## src/rtl/demux_pkg.sv

```systemverilog
// Shared defaults, types and constants for the stream demultiplexer.
package demux_pkg;

    localparam int unsigned NUM_OUT_DEF = 3;
    localparam int unsigned DATA_W_DEF  = 8;
    localparam int unsigned SEL_W_DEF   = 2;
    localparam int unsigned ERR_W_DEF   = 8;

    // Entries held per output; two entries let a push and a pop overlap.
    localparam int unsigned FIFO_DEPTH  = 2;

    typedef logic [DATA_W_DEF-1:0] data_t;
    typedef logic [SEL_W_DEF-1:0]  sel_t;

endpackage

```

## src/rtl/demux_fifo2.sv

```systemverilog
// Two-entry FIFO for one demux output. The head register doubles as the
// output payload, so it keeps its last value once the FIFO drains.
module demux_fifo2
    import demux_pkg::*;
#(
    parameter int unsigned DATA_W = DATA_W_DEF
) (
    input  logic              clk,
    input  logic              rst_n,
    input  logic              push_i,
    input  logic              pop_i,
    input  logic [DATA_W-1:0] data_i,
    output logic              full_o,
    output logic              valid_o,
    output logic [DATA_W-1:0] data_o
);

    localparam int unsigned CNT_W = $clog2(FIFO_DEPTH + 1);

    logic [CNT_W-1:0]  cnt_q,   cnt_d;
    logic [DATA_W-1:0] head_q,  head_d;
    logic [DATA_W-1:0] tail_q,  tail_d;
    logic              full_q,  full_d;
    logic              valid_q, valid_d;
    logic              do_push;
    logic              do_pop;

    // Next-state: push/pop bookkeeping and registered full/valid flags.
    always_comb begin
        cnt_d   = cnt_q;
        head_d  = head_q;
        tail_d  = tail_q;
        do_push = push_i && !full_q;
        do_pop  = pop_i && valid_q;

        case ({do_push, do_pop})
            2'b10: begin
                if (cnt_q == '0) begin
                    head_d = data_i;
                end else begin
                    tail_d = data_i;
                end
                cnt_d = cnt_q + CNT_W'(1);
            end
            2'b01: begin
                if (full_q) begin
                    head_d = tail_q;
                end
                cnt_d = cnt_q - CNT_W'(1);
            end
            2'b11: begin
                // Push is blocked when full, so this is the one-entry case:
                // the old head leaves and the new beat takes its place.
                head_d = data_i;
            end
            default: begin
            end
        endcase

        full_d  = (cnt_d == CNT_W'(FIFO_DEPTH));
        valid_d = (cnt_d != '0);
    end

    // State registers; reset empties the FIFO and clears the payload.
    always_ff @(posedge clk or negedge rst_n) begin
        if (!rst_n) begin
            cnt_q   <= '0;
            head_q  <= '0;
            tail_q  <= '0;
            full_q  <= 1'b0;
            valid_q <= 1'b0;
        end else begin
            cnt_q   <= cnt_d;
            head_q  <= head_d;
            tail_q  <= tail_d;
            full_q  <= full_d;
            valid_q <= valid_d;
        end
    end

    assign full_o  = full_q;
    assign valid_o = valid_q;
    assign data_o  = head_q;

endmodule

```

## src/rtl/stream_demux.sv

```systemverilog
// One-to-N stream demultiplexer. Each output has its own 2-entry buffer;
// beats whose select is out of range are consumed, dropped and counted.
module stream_demux
    import demux_pkg::*;
#(
    parameter int unsigned NUM_OUT = NUM_OUT_DEF,
    parameter int unsigned DATA_W  = DATA_W_DEF,
    parameter int unsigned SEL_W   = SEL_W_DEF,
    parameter int unsigned ERR_W   = ERR_W_DEF
) (
    input  logic                      clk,
    input  logic                      rst_n,
    input  logic                      in_valid,
    output logic                      in_ready,
    input  logic [DATA_W-1:0]         in_data,
    input  logic [SEL_W-1:0]          in_sel,
    output logic [NUM_OUT-1:0]        out_valid,
    input  logic [NUM_OUT-1:0]        out_ready,
    output logic [NUM_OUT*DATA_W-1:0] out_data,
    input  logic                      err_clr,
    output logic [ERR_W-1:0]          err_cnt
);

    logic [NUM_OUT-1:0] full;
    logic [NUM_OUT-1:0] push;
    logic [NUM_OUT-1:0] pop;
    logic               sel_legal;
    logic               drop;
    logic [ERR_W-1:0]   err_q, err_d;

    // Select decode: ready comes only from registered full flags and in_sel.
    always_comb begin
        push      = '0;
        sel_legal = 1'b0;
        in_ready  = 1'b1;
        for (int k = 0; k < NUM_OUT; k++) begin
            if (in_sel == SEL_W'(k)) begin
                sel_legal = 1'b1;
                in_ready  = !full[k];
                push[k]   = in_valid && !full[k];
            end
        end
        drop = in_valid && !sel_legal;
    end

    // Drop counter next state: clear wins, otherwise saturating increment.
    always_comb begin
        err_d = err_q;
        if (err_clr) begin
            err_d = '0;
        end else if (drop && (err_q != {ERR_W{1'b1}})) begin
            err_d = err_q + ERR_W'(1);
        end
    end

    // Drop counter register.
    always_ff @(posedge clk or negedge rst_n) begin
        if (!rst_n) begin
            err_q <= '0;
        end else begin
            err_q <= err_d;
        end
    end

    assign err_cnt = err_q;

    for (genvar k = 0; k < NUM_OUT; k++) begin : g_out
        assign pop[k] = out_valid[k] && out_ready[k];

        demux_fifo2 #(
            .DATA_W (DATA_W)
        ) u_fifo (
            .clk     (clk),
            .rst_n   (rst_n),
            .push_i  (push[k]),
            .pop_i   (pop[k]),
            .data_i  (in_data),
            .full_o  (full[k]),
            .valid_o (out_valid[k]),
            .data_o  (out_data[k*DATA_W +: DATA_W])
        );
    end

endmodule

```

## config.mk

```make
export PLATFORM = sky130hd
export DESIGN_NAME = stream_demux
export DESIGN_NICKNAME = d
export VERILOG_FILES = /design/src/rtl/demux_pkg.sv /design/src/rtl/demux_fifo2.sv /design/src/rtl/stream_demux.sv
export SDC_FILE = /design/constraint.sdc
export NUM_CORES = 1
export LEC_CHECK = 0
export ABC_AREA = 0
export CAP_MARGIN = 10
export CORE_UTILIZATION = 39
export CTS_CLUSTER_SIZE = 25
export DETAILED_ROUTE_END_ITERATION = 10
export SETUP_SLACK_MARGIN = 0.02
export SLEW_MARGIN = 20
export SYNTH_ARGS = -nofsm -noshare
export SYNTH_HDL_FRONTEND = slang
export SYNTH_SLANG_ARGS = --single-unit
```

## constraint.sdc

```tcl
create_clock -name clk -period 2.2 [get_ports clk]
set_input_delay 0.22 -clock clk [delete_from_list [all_inputs] [get_ports clk]]
set_output_delay 0.22 -clock clk [all_outputs]
set_load 0.005 [all_outputs]
```

==> qor.csv <==
metric,value,unit
via count of the first global-routing pass,2162,
Final ANT Viol Nets,0,
Finished Core Util,51.8,%
global placement routability congestion,0.790,
"Req. time, crit path",2.42,ns
number of synthesized flops with an enable pin,0,
Final Cycle Share,94.9,%
setup repair after global routing missed its margin,false,
Die Width,94.2,microns
critical path capture point type,flop,
arrival time at the worst endpoint,2.31,ns
initial standard-cell utilization of the core,40.4,%
number of instances in the synthesized netlist,250,
Synth async-reset ratio,100,%
CP Class,in -> reg,
Cell Rows,33,
predominant post-synthesis flop cell,sky130_fd_sc_hd__dfrtp_1,
fraction of post-synthesis cell area in the top cell type by area,51.3,%
total clock sinks,68,
clock insertion delay at the later pin of the skew report,0.34,ns
dominant cell by count in the synthesized netlist,sky130_fd_sc_hd__mux2_2,
cell area after technology mapping,0.00332,sq mm
initial antenna violation count,0,
YS warnings,0,
die height,94.2,microns
Final TNS setup,0,ns
cell accounting for the most synthesized area,sky130_fd_sc_hd__dfrtp_1,
total die area,0.00887,sq mm
synthesized netlist net count,278,
Max Cap Violations,0,
tightest hold margin,0.426,ns
layout overhead on the synthesized area,28.3,%
WL final,6420,microns
Worst Max-Slew Pin Slew,0.385,ns
Netlist cell types,35,
largest cells by area after synthesis,"sky130_fd_sc_hd__dfrtp_1 (51%), sky130_fd_sc_hd__mux2_2 (25%), sky130_fd_sc_hd__ha_1 (4.2%)",
setup repair bufs after CTS,0,
pin count of the biggest net entering global routing,69,
relative slew slack,74.3,%
total DRC errors in the routed layout,0,
CTS tree,built,
top cell types by occurrence after synthesis,"sky130_fd_sc_hd__mux2_2 (74), sky130_fd_sc_hd__dfrtp_1 (68), sky130_fd_sc_hd__ha_1 (11)",
top-level I/O count,53,
pwr dens,1160,mW/mm^2
"flops & latches, synth",68,
crit-path max FO,8,
global-route wire length before repair,10800,microns
number of pins exceeding their max-slew limit in the final report,0,
library cell used as clock root buffer,sky130_fd_sc_hd__clkbuf_8,
"Hold Violations, Final",0,
average routed wire per standard cell,14.8,microns
share of the yosys chip area belonging to registers,51.3,%
startpoint class of the critical path,input port,
synthesized area per cell,13.3,sq um
number of design-rule violations left by the first detailed-router iteration,95,
maximum vdd drop,0.000652,V
number of clock buffers inserted by TritonCTS,9,
count of buffers from port buffering,52,
Total Nets Final,352,
achievable frequency,479,MHz
core region area,0.00822,sq mm
worst hold-check path type,in -> async,
Tot GR Track Use,16.3,%
Post-DP HPWL,4590,microns
share of cells above drive strength 1,35.4,%
maximum buffer depth of the clock tree,2,
per-cell via count in the routed design,5.00,
leakage power of the design,1.81,nW
number of antenna repair diodes,0,
vias post-DR,2163,
result of the run,"finished, final reports clean",
"Min Clock Period, post-route",2.09,ns
setup skew after layout,0.00644,ns
total iterations of the first detailed-routing run,4,
remaining global-route overflow,0,
Worst-path clk slew,0.07,ns
H-tree depth reported by CTS,3,
number of failing setup endpoints in the final timing report,0,
[placed cells by master, fill, tap and decap left out, types with 4 or more instances in the layout]
cell                              instances
sky130_fd_sc_hd__clkdlybuf4s50_1         51
sky130_fd_sc_hd__dfrtp_1                 68
sky130_fd_sc_hd__inv_1                    6
sky130_fd_sc_hd__nand2_1                  8
sky130_fd_sc_hd__nor2_1                   5
sky130_fd_sc_hd__and2_1                   4
sky130_fd_sc_hd__xnor2_1                  6
sky130_fd_sc_hd__nand3_1                  4
sky130_fd_sc_hd__buf_12                   4
sky130_fd_sc_hd__ha_1                    11
sky130_fd_sc_hd__a211oi_1                 4
sky130_fd_sc_hd__a21oi_1                  5
sky130_fd_sc_hd__mux2_2                  74
sky130_fd_sc_hd__buf_4                   17
sky130_fd_sc_hd__a31oi_1                  4
sky130_fd_sc_hd__clkbuf_8                 9
sky130_fd_sc_hd__or3_1                    5
sky130_fd_sc_hd__nand2b_1                 5
[repair_timing]
action,in CTS,in global routing
hold endpoints to repair,68,0
resized for setup,0,0
hold buffers,1,0
[area by class of cell]
type | instances | area, sq um
fill | 765 | 3960
sequential | 68 | 1700
multi-input combinational | 165 | 1510
clock buffer | 10 | 128
tap | 105 | 131
timing repair buffer | 74 | 733
inverter | 6 | 22.5
clock inverter | 5 | 30.0
[per-layer routing]
layer	vias up	routed length [microns]	GRT usage, %
met2	31	3040	24.4
met3	11	190	3.72
met1	1083	3090	22.4
met5	-	0	0
met4	0	110	7.31
li1	1038	-	-
[sequential cells by signal, indices dropped and copies added (netlist names)]
| name | count |
|---|---|
| err_cnt | 8 |
| g_out.u_fifo.data_o | 24 |
| g_out.u_fifo.valid_o | 3 |
| g_out.u_fifo.cnt_q | 6 |
| g_out.u_fifo.tail_q | 24 |
| g_out.u_fifo.full_o | 3 |
[cell families after synthesis]
kind of cell / share of synthesized area [%]
buf+inv: 3.21
xor+xnor: 1.58
simple gates: 8.87
fa+ha+maj: 4.15
compound gates: 5.13
flops: 51.3
mux: 25.7
[final timing paths]
path / from / slack (ns) / cells past startpoint / to
setup / recovery: in_valid / 0.11 / 8 / g_out[2].u_fifo.data_o[5]
hold / removal: rst_n / 0.43 / 3 / g_out[0].u_fifo.data_o[3]
setup reg to reg: g_out[2].u_fifo.full_o / 0.19 / 6 / g_out[2].u_fifo.data_o[5]
hold reg to reg: g_out[0].u_fifo.tail_q[4] / 0.50 / 1 / g_out[0].u_fifo.tail_q[4]
max in group asynchronous: rst_n / 1.48 / 3 / g_out[1].u_fifo.cnt_q[1]
min in group clk: g_out[0].u_fifo.tail_q[4] / 0.50 / 1 / g_out[0].u_fifo.tail_q[4]
[where the power goes]
group | switching (mW) | total, mW | internal, mW
Clock | 0.454 | 0.851 | 0.396
Sequential | 0.322 | 2.12 | 1.80
Combinational | 0.643 | 1.95 | 1.31
[through the flow]
step | cell area (sq um) | worst slack, ns | instances | power (mW)
floorplan | 3320 | 0.213 | 250 | 3.22
global placement | 4090 | -0.210 | 417 | 4.07
detailed placement | 4090 | -0.222 | 417 | 4.12
CTS | 4250 | 0.130 | 433 | 5.00
global route | 4250 | 0.0329 | 433 | 5.28
finish | 4250 | 0.113 | 433 | 4.92
[worst max-delay path, cell delays in order]
cell and delay [ns]:
sky130_fd_sc_hd__clkdlybuf4s50_1 0.52, sky130_fd_sc_hd__nand2_1 0.11, sky130_fd_sc_hd__or3b_2 0.47, sky130_fd_sc_hd__ha_1 0.23, sky130_fd_sc_hd__nand2b_1 0.08, sky130_fd_sc_hd__and3b_1 0.22
sky130_fd_sc_hd__buf_12 0.14, sky130_fd_sc_hd__mux2_2 0.32
Note: power is estimated with default switching activity, not from simulation.
